===== config.mk =====
export PLATFORM = sky130hd
export DESIGN_NAME = stopwatch_ctrl_flat
export DESIGN_NICKNAME = d
export VERILOG_FILES = /design/src/rtl/stopwatch_ctrl_if.sv /design/src/rtl/stopwatch_ctrl.sv /design/src/flat_wrapper.sv
export SDC_FILE = /design/constraint.sdc
export NUM_CORES = 1
export LEC_CHECK = 0
export CAP_MARGIN = 5
export CORE_MARGIN = 2
export CORE_UTILIZATION = 45
export CTS_CLUSTER_DIAMETER = 120
export DETAILED_ROUTE_END_ITERATION = 16
export GPL_TIMING_DRIVEN = 0
export SYNTH_ARGS = -nofsm -noshare
export SYNTH_HDL_FRONTEND = slang
export SYNTH_SLANG_ARGS = --single-unit

===== constraint.sdc =====
create_clock -name clk -period 2.7 [get_ports clk]
set_clock_uncertainty 0.2 [all_clocks]
set_input_delay 0.405 -clock clk [delete_from_list [all_inputs] [get_ports clk]]
set_output_delay 0.405 -clock clk [all_outputs]
set_load 0.005 [all_outputs]

===== src/rtl/stopwatch_ctrl_if.sv =====
// Stopwatch control bus: tick input, the three raw push-buttons and the
// sequencer outputs that feed the time-counter chain and the FND display.
interface stopwatch_ctrl_if;
  logic       i_tick;
  logic       i_btn_run_stop;
  logic       i_btn_clear;
  logic       i_btn_lap;
  logic       o_tick_en;
  logic       o_run;
  logic       o_clear;
  logic       o_lap_hold;
  logic [1:0] o_state;

  // Driver side: clock divider and buttons in, sequencer outputs observed.
  modport master (
    output i_tick, i_btn_run_stop, i_btn_clear, i_btn_lap,
    input  o_tick_en, o_run, o_clear, o_lap_hold, o_state
  );

  // Sequencer side.
  modport slave (
    input  i_tick, i_btn_run_stop, i_btn_clear, i_btn_lap,
    output o_tick_en, o_run, o_clear, o_lap_hold, o_state
  );
endinterface


===== src/rtl/stopwatch_ctrl.sv =====
// Stopwatch run/stop/clear/lap sequencer.
// Each raw button is synchronised, debounced and edge-detected into a
// one-cycle press pulse; a Moore FSM gates the 10 ms tick into the counter
// chain, issues a one-cycle clear and holds the lap (split) display freeze.
// Optional build macro STOPWATCH_LONGPRESS_CLEAR_EN: holding run_stop for
// LONG_CYC cycles while stopped clears the stopwatch.
module stopwatch_ctrl #(
  parameter int unsigned DEBOUNCE_CYC = 100_000,
  parameter int unsigned LONG_CYC     = 200_000_000
) (
  input  logic             clk,
  input  logic             reset,
  stopwatch_ctrl_if.slave  bus
);

  localparam int unsigned DbW = (DEBOUNCE_CYC > 1) ? $clog2(DEBOUNCE_CYC) : 1;
  localparam logic [DbW-1:0] DbLast = DbW'(DEBOUNCE_CYC - 1);

  // Button index: 0 = run_stop, 1 = clear, 2 = lap.
  localparam int BtnRun   = 0;
  localparam int BtnClear = 1;
  localparam int BtnLap   = 2;

  typedef enum logic [1:0] {
    IDLE  = 2'b00,
    RUN   = 2'b01,
    STOP  = 2'b10,
    CLEAR = 2'b11
  } state_e;

  if (DEBOUNCE_CYC < 1 || LONG_CYC < 1) begin : g_bad_params
    $error("stopwatch_ctrl: DEBOUNCE_CYC and LONG_CYC must be at least 1");
  end

  logic [2:0]     btn_raw;
  logic [2:0]     sync1_q;
  logic [2:0]     sync2_q;
  logic [2:0]     deb_q;
  logic [2:0]     deb_dly_q;
  logic [DbW-1:0] db_cnt_q [3];
  logic [2:0]     press;
  logic           long_hit;

  state_e state_q, state_d;
  logic   lap_q, lap_d;

  assign btn_raw = {bus.i_btn_lap, bus.i_btn_clear, bus.i_btn_run_stop};

  // Synchronise each button, then let the debounced level follow only after
  // the synced level has differed from it for DEBOUNCE_CYC straight cycles.
  always_ff @(posedge clk or posedge reset) begin
    if (reset) begin
      sync1_q   <= '0;
      sync2_q   <= '0;
      deb_q     <= '0;
      deb_dly_q <= '0;
      for (int b = 0; b < 3; b++) db_cnt_q[b] <= '0;
    end else begin
      sync1_q   <= btn_raw;
      sync2_q   <= sync1_q;
      deb_dly_q <= deb_q;
      for (int b = 0; b < 3; b++) begin
        if (sync2_q[b] == deb_q[b]) begin
          db_cnt_q[b] <= '0;
        end else if (db_cnt_q[b] == DbLast) begin
          deb_q[b]    <= sync2_q[b];
          db_cnt_q[b] <= '0;
        end else begin
          db_cnt_q[b] <= db_cnt_q[b] + 1'b1;
        end
      end
    end
  end

  // A press is the first cycle the debounced level is high; release is silent.
  assign press = deb_q & ~deb_dly_q;

`ifdef STOPWATCH_LONGPRESS_CLEAR_EN
  localparam int unsigned LgW = (LONG_CYC > 1) ? $clog2(LONG_CYC) : 1;
  localparam logic [LgW-1:0] LgLast = LgW'(LONG_CYC - 1);

  logic [LgW-1:0] long_cnt_q;

  // Count consecutive stopped cycles with run_stop held down.
  always_ff @(posedge clk or posedge reset) begin
    if (reset) begin
      long_cnt_q <= '0;
    end else if (state_q == STOP && deb_q[BtnRun]) begin
      long_cnt_q <= (long_cnt_q == LgLast) ? '0 : long_cnt_q + 1'b1;
    end else begin
      long_cnt_q <= '0;
    end
  end

  assign long_hit = (state_q == STOP) && deb_q[BtnRun] && (long_cnt_q == LgLast);
`else
  assign long_hit = 1'b0;
`endif

  // State and lap-freeze registers.
  always_ff @(posedge clk or posedge reset) begin
    if (reset) begin
      state_q <= IDLE;
      lap_q   <= 1'b0;
    end else begin
      state_q <= state_d;
      lap_q   <= lap_d;
    end
  end

  // Next state: run_stop outranks clear, which outranks lap; only the
  // highest-priority press that means something in this state acts.
  always_comb begin
    state_d = state_q;
    lap_d   = lap_q;
    unique case (state_q)
      IDLE: begin
        if (press[BtnRun])        state_d = RUN;
        else if (press[BtnClear]) state_d = CLEAR;
      end
      RUN: begin
        if (press[BtnRun])        state_d = STOP;
        else if (press[BtnLap])   lap_d   = ~lap_q;
      end
      STOP: begin
        if (press[BtnRun]) begin
          state_d = RUN;
        end else if (press[BtnClear] || long_hit) begin
          state_d = CLEAR;
          lap_d   = 1'b0;
        end else if (press[BtnLap]) begin
          lap_d   = 1'b0;
        end
      end
      CLEAR: begin
        state_d = IDLE;
        lap_d   = 1'b0;
      end
    endcase
  end

  assign bus.o_run      = (state_q == RUN);
  assign bus.o_clear    = (state_q == CLEAR);
  assign bus.o_tick_en  = bus.i_tick & (state_q == RUN);
  assign bus.o_lap_hold = lap_q;
  assign bus.o_state    = state_q;

endmodule


===== src/flat_wrapper.sv =====
// flat-port wrapper written by rule: the top's interface ports become plain ports
module stopwatch_ctrl_flat 
#(
  parameter int unsigned DEBOUNCE_CYC = 100_000,
  parameter int unsigned LONG_CYC     = 200_000_000
)
  (clk, reset, bus_i_tick, bus_i_btn_run_stop, bus_i_btn_clear, bus_i_btn_lap, bus_o_tick_en, bus_o_run, bus_o_clear, bus_o_lap_hold, bus_o_state);
  stopwatch_ctrl_if bus_i ();
  input  logic clk;
  input  logic reset;
  input wire logic [$bits(bus_i.i_tick)-1:0] bus_i_tick;
  input wire logic [$bits(bus_i.i_btn_run_stop)-1:0] bus_i_btn_run_stop;
  input wire logic [$bits(bus_i.i_btn_clear)-1:0] bus_i_btn_clear;
  input wire logic [$bits(bus_i.i_btn_lap)-1:0] bus_i_btn_lap;
  output wire logic [$bits(bus_i.o_tick_en)-1:0] bus_o_tick_en;
  output wire logic [$bits(bus_i.o_run)-1:0] bus_o_run;
  output wire logic [$bits(bus_i.o_clear)-1:0] bus_o_clear;
  output wire logic [$bits(bus_i.o_lap_hold)-1:0] bus_o_lap_hold;
  output wire logic [$bits(bus_i.o_state)-1:0] bus_o_state;
  assign bus_i.i_tick = bus_i_tick;
  assign bus_i.i_btn_run_stop = bus_i_btn_run_stop;
  assign bus_i.i_btn_clear = bus_i_btn_clear;
  assign bus_i.i_btn_lap = bus_i_btn_lap;
  assign bus_o_tick_en = bus_i.o_tick_en;
  assign bus_o_run = bus_i.o_run;
  assign bus_o_clear = bus_i.o_clear;
  assign bus_o_lap_hold = bus_i.o_lap_hold;
  assign bus_o_state = bus_i.o_state;
  stopwatch_ctrl #(.DEBOUNCE_CYC(DEBOUNCE_CYC), .LONG_CYC(LONG_CYC)) u_core (.clk(clk), .reset(reset), .bus(bus_i));
endmodule

Word-level counts from Yosys, hierarchy flattened
Cells that the tools add are included.
{"block": "word_totals", "register_bits": 66, "inputBits": 6, "out_inout_bits": 6, "word_cells": 60}
{"block": "classes", "add_sub_neg": 3, "eq_ne": 15, "n_mux": 16, "bitwise_logic": 7, "n_reduce_logical": 8}
{"cell": "two-way mux 17 bit", "count": 6}
{"cell": "adder 17 x 1 -> 17 bit, second input constant", "count": 3}
{"cell": "equality test 17 bit, second input constant", "count": 3}
{"cell": "AND reduction 2 bit", "count": 4}
{"cell": "two-way mux 2 bit", "count": 3}
{"cell": "!= test 3 x 1 -> 1 bit, second input constant", "count": 2}
{"cell": "case mux 2 bit (3 select lines)", "count": 1}
{"cell": "two-way mux 1 bit", "count": 5}
{"cell": "AND reduction 5 bit", "count": 1}
{"cell": "equality test 2 bit, second input constant", "count": 2}
{"cell": "!= test 2 x 1 -> 1 bit, second input constant", "count": 2}
{"cell": "!= test 2 bit, second input constant", "count": 2}
{"cell": "inverter 1 bit", "count": 4}
{"cell": "AND 3 bit", "count": 1}
{"cell": "equality test 1 bit", "count": 3}
{"cell": "inverter 3 bit", "count": 1}
{"cell": "case mux 1 bit (3 select lines)", "count": 1}
{"cell": "nonzero test 3 bit", "count": 1}
{"cell": "equality test 2 x 1 -> 1 bit, second input constant", "count": 1}
{"cell": "zero test 2 bit", "count": 1}
{"cell": "OR reduction 2 bit", "count": 1}
{"cell": "AND 1 bit", "count": 1}

Depth between registers and ports, before layout
{"block": "logic_depth", "ltp_word": 6, "ltp_mapped": 7, "ltp_nobuf": 5}

Least setup slack after synthesis
No wires, ideal clock.
{"block": "synth_path", "path_type": "register to register", "startpoint": "reg u_core.db_cnt_q[13] in the netlist's numbering", "endpoint": "reg u_core.db_cnt_q[10] in the netlist's numbering", "setup_time_ps": 119, "t_arrival_ps": 1728, "required_time_ps": 2381, "path_slack_ps": 653, "stages_incl_launch_ff": 7, "path_buffers": 2, "synth_period_minus_slack_ps": 2047, "path_cell_list": "dfrtp_1 > or4b_1 > or4_4 > nand2b_2 > buf_6 > buf_12 > nor2_1"}
{"block": "synth_via", "elab_chain_len": 3}
{"element": "start, declared", "line": "stopwatch_ctrl.sv:40", "rtl": "logic [DbW-1:0] db_cnt_q [3];"}
{"element": "start signal, assigned by index", "line": "stopwatch_ctrl.sv:69", "rtl": "db_cnt_q[b] <= db_cnt_q[b] + 1'b1;"}
{"element": "equality test 17 bit", "line": "stopwatch_ctrl.sv:65", "rtl": "end else if (db_cnt_q[b] == DbLast) begin"}
{"element": "two-way mux 17 bit", "line": "stopwatch_ctrl.sv:65"}
{"element": "two-way mux 17 bit", "line": "stopwatch_ctrl.sv:63", "rtl": "if (sync2_q[b] == deb_q[b]) begin"}
Every way passes these cells.
A chain may end at the register's enable or synchronous reset.

Worst setup path in the final report
{"block": "layout_path", "startpoint": "reg u_core.db_cnt_q[39] in the netlist's numbering", "endpoint": "reg u_core.db_cnt_q[42] in the netlist's numbering"}
{"block": "layout_via", "elab_chain_len": 3, "elab_cells_between_ends": 4, "classes_between": "1 x add/sub; 1 x eq/ne; 2 x mux"}
{"element": "adder 17 x 1 -> 17 bit / equality test 17 bit (equally long branches)", "line": "stopwatch_ctrl.sv:69, stopwatch_ctrl.sv:65"}
{"element": "two-way mux 17 bit (*)", "line": "stopwatch_ctrl.sv:65"}
{"element": "two-way mux 17 bit (*)", "line": "stopwatch_ctrl.sv:63"}
Mark *: on every way between the ends. The rest lies on a longest branch, timed or not.

==> results.yml <==
outcome:
  status: "finished, final reports clean"
die:
  rows: 30
  dieArea_sq_um: 7540
  die_h_um: 86.9
  start_util_pct: 46.0
  core_area_sq_um: 6720
  ios: 12
  die_w_um: 86.9
setup_path:
  end_kind: "register"
  reg2reg_depth: 6
  max_stage_delay_ns: 0.53
  cp_max_fo: 10
  r2r-end: "u_core.db_cnt_q[42]"
  r2r-start: "u_core.db_cnt_q[39]"
  critPathRequiredTime_ns: 2.73
  cp_slowest_cell: "o31ai_2"
  path_buf_inv: 2
  critPathTopFamily: "simple AND/OR/NAND/NOR gates"
  r2r_setup_slack_ns: 0.35
  crit_type: "register to register"
  setup.worst_path.start_class: "register"
  path_cells: "clkbuf_1 > nor4_1 > nand2_1 > o31ai_2 > buf_2 > nor2_1"
  cp.arrival_ns: 2.38
timing:
  hold_viol: 0
  rsz0062_at_grt: "no"
  setup_viol: 0
  max_freq_ghz: 0.425
  layout_setup_ws_ns: 0.346
  finalMaxSlewViolations: 0
  fin_tns_setup_ns: 0
  min_period_ns: 2.35
  worst_slew_pin_slew_ns: 0.839
  timing.final.crit_share_pct: 87.2
  relSlewSlack_pct: 44.0
clocking:
  ctsHoldBuffers: 0
  clk_pin_slew_worst_paths_ns: 0.07
  ctsRootBufferMaster: "clkbuf_8"
  postCtsSetupRepairBufs: 0
  clock_path_buffers: 2
  post_cts_resized: 0
  clock_latency_ns: 0.35
  cts_tree: "yes"
  htreeDepth: 3
  cts.sinks: 66
  cts_buffers: 9
synth:
  synth_top_area_share_pct: 53.5
  synth_cells: 304
  synth_top_area_cell: "dfrtp_1"
  yosys-top-cells-area: "dfrtp_1 (53%), xnor2_1 (9.1%), nor2_1 (6.4%), xor2_1 (3.1%), nand4_1 (3.0%)"
  avgSynthCellArea_sq_um: 10.2
  ys_warn_count: 0
  postSynth.topFlopCell: "dfrtp_1"
  ys_seq_elements: 66
  synth_edf_count: 0
  syn_area_sq_um: 3090
  seq_area_frac_synth_pct: 53.5
  synth_common_cells: "dfrtp_1 (66), nor2_1 (53), xnor2_1 (32)"
  async_flop_share_pct: 100
  yosysMostFrequentCell: "dfrtp_1"
  yosysUniqueCellTypes: 35
  syn-num-nets: 313
detailed_routing:
  via_per_inst: 5.26
  wl_met1_um: 2880
  drt-pass1-iter-count: 4
  drt-total-wl_um: 5550
  vias: 2169
  drc: 0
  top_layer_used: "met4"
  wl_per_cell_um: 13.5
  drt_iter0_markers: 80
  dr_wl_met2_um: 2390
  ant_nets: 0
  met3RoutedLength_um: 168
final_layout:
  layout-drive-gt1-share_pct: 8.73
  nNetsFinal: 336
  fin_util_pct: 52.6
  n_antenna_cell: 0
  synthToLayoutAreaGrowth_pct: 14.5
grt:
  overflow: 0
  grt.total_usage_pct: 16.4
  grt_max_degree: 41
  grt_pass1_wl_um: 9490
  antenna_found_initial: 0
  grt_pass1_vias: 2035
hold_path:
  min-delay-start: "u_core.sync1_q[1]"
  hp-class: "register to register"
  holdPathStages: 0
  hold_end: "u_core.sync2_q[1]"
placed_design:
  io_buffers: 11
  dpl.hpwl_um: 3780
  dp_slack_ns: 0.419
  place_congestion: 0.788
job:
  cap_viol_max_count: 0
power_and_ir_drop:
  vdd_drop_max_mv: 0.337
  powerDensity_nw_per_um2: 568
  total_power_uw: 2010
  swShare_pct: 22.9
  seq_power_share_pct: 50.7
  p_clk_share_pct: 45.7
  p_leak_uw: 0.00141
  p_int_uw: 1550
  p_sw_uw: 459
  pwr-share-comb_pct: 3.7
worst max-delay path by stage:
stage                                startpoint  cells after the start                     to
after floorplan                           reset                      1  u_core.bus.o_lap_hold
after global placement                    reset                      2     u_core.db_cnt_q[6]
after detailed placement    u_core.db_cnt_q[39]                      6    u_core.db_cnt_q[42]
after CTS                 u_core.bus.o_state[0]                      4          bus_o_tick_en
after global routing        u_core.db_cnt_q[39]                      6    u_core.db_cnt_q[42]
final                       u_core.db_cnt_q[39]                      6    u_core.db_cnt_q[42]
registers in the layout (all words and copies together) (netlist names):
register and cells:
u_core.db_cnt_q 51, u_core.deb_dly_q 3, u_core.deb_q 3, u_core.sync1_q 3
u_core.sync2_q 3, u_core.bus.o_state 2, u_core.bus.o_lap_hold 1
worst register-to-register path, cell delays in order, from the launching register on:
cell	delay (ns)
dfrtp_1	0.36
clkbuf_1	0.19
nor4_1	0.37
nand2_1	0.16
o31ai_2	0.53
buf_2	0.34
nor2_1	0.08
power groups by stage:
stage	combinational (uW)	clock, uW	sequential (uW)
CTS	76.7	949	1020
detailed placement	76.1	0	1040
global route	85.6	986	1020
finish	73.7	918	1020
global placement	71.6	0	1040
floorplan	51.6	0	1030
cells in the final DEF, fill, tap and decap left out, drive strengths merged, types with 2 or more instances in the layout:
cell type and count:
a21oi 5, and2 4, and3 2, and4 3
buf 5, bufinv 2, clkbuf 10, clkdlybuf4s50 11
clkinv 3, clkinvlp 2, dfrtp 66, ha 3
inv 12, mux2 3, nand2 20, nand2b 2
nand3 14, nand4 15, nor2 53, nor2b 2
nor3 11, nor4 13, o21ai 6, o31ai 5
or3 7, or4 4, or4b 2, xnor2 32
xor2 11
per-layer routing:
layer / global-route usage (%) / vias up
li1: - / 1099
met1: 23.2 / 1025
met2: 22.6 / 34
met3: 4.55 / 11
met4: 8.66 / 0
met5: 0 / -
through the flow:
stage                     cell area (sq um)  hold WS, ns  cells
after floorplan                        3090        0.131    304
after global placement                 3300        0.132    395
after detailed placement               3320        0.135    396
after CTS                              3540        0.151    412
after global routing                   3540        0.156    412
final                                  3540        0.149    412
layout make-up:
type / instances / area (sq um)
Sequential cell: 66 / 1650
Multi-Input combinational cell: 221 / 1350
Fill cell: 569 / 3180
Timing Repair Buffer: 12 / 130
Inverter: 12 / 45.0
Clock inverter: 7 / 93.8
Buffer: 5 / 47.5
Tap cell: 80 / 100
Clock buffer: 9 / 124
logic make-up after synthesis:
| logic type | count (synthesis) | synth area share, % |
|---|---|---|
| AOI/OAI and AO/OA | 18 | 3.81 |
| xor gates and xnor gates | 43 | 12.2 |
| adders and majority gates | 3 | 1.22 |
| buffers and inverters | 17 | 3.00 |
| DFF | 66 | 53.5 |
| muxes | 3 | 1.09 |
| and+or+nand+nor | 154 | 25.2 |
Power figures use the tool's default switching activity.
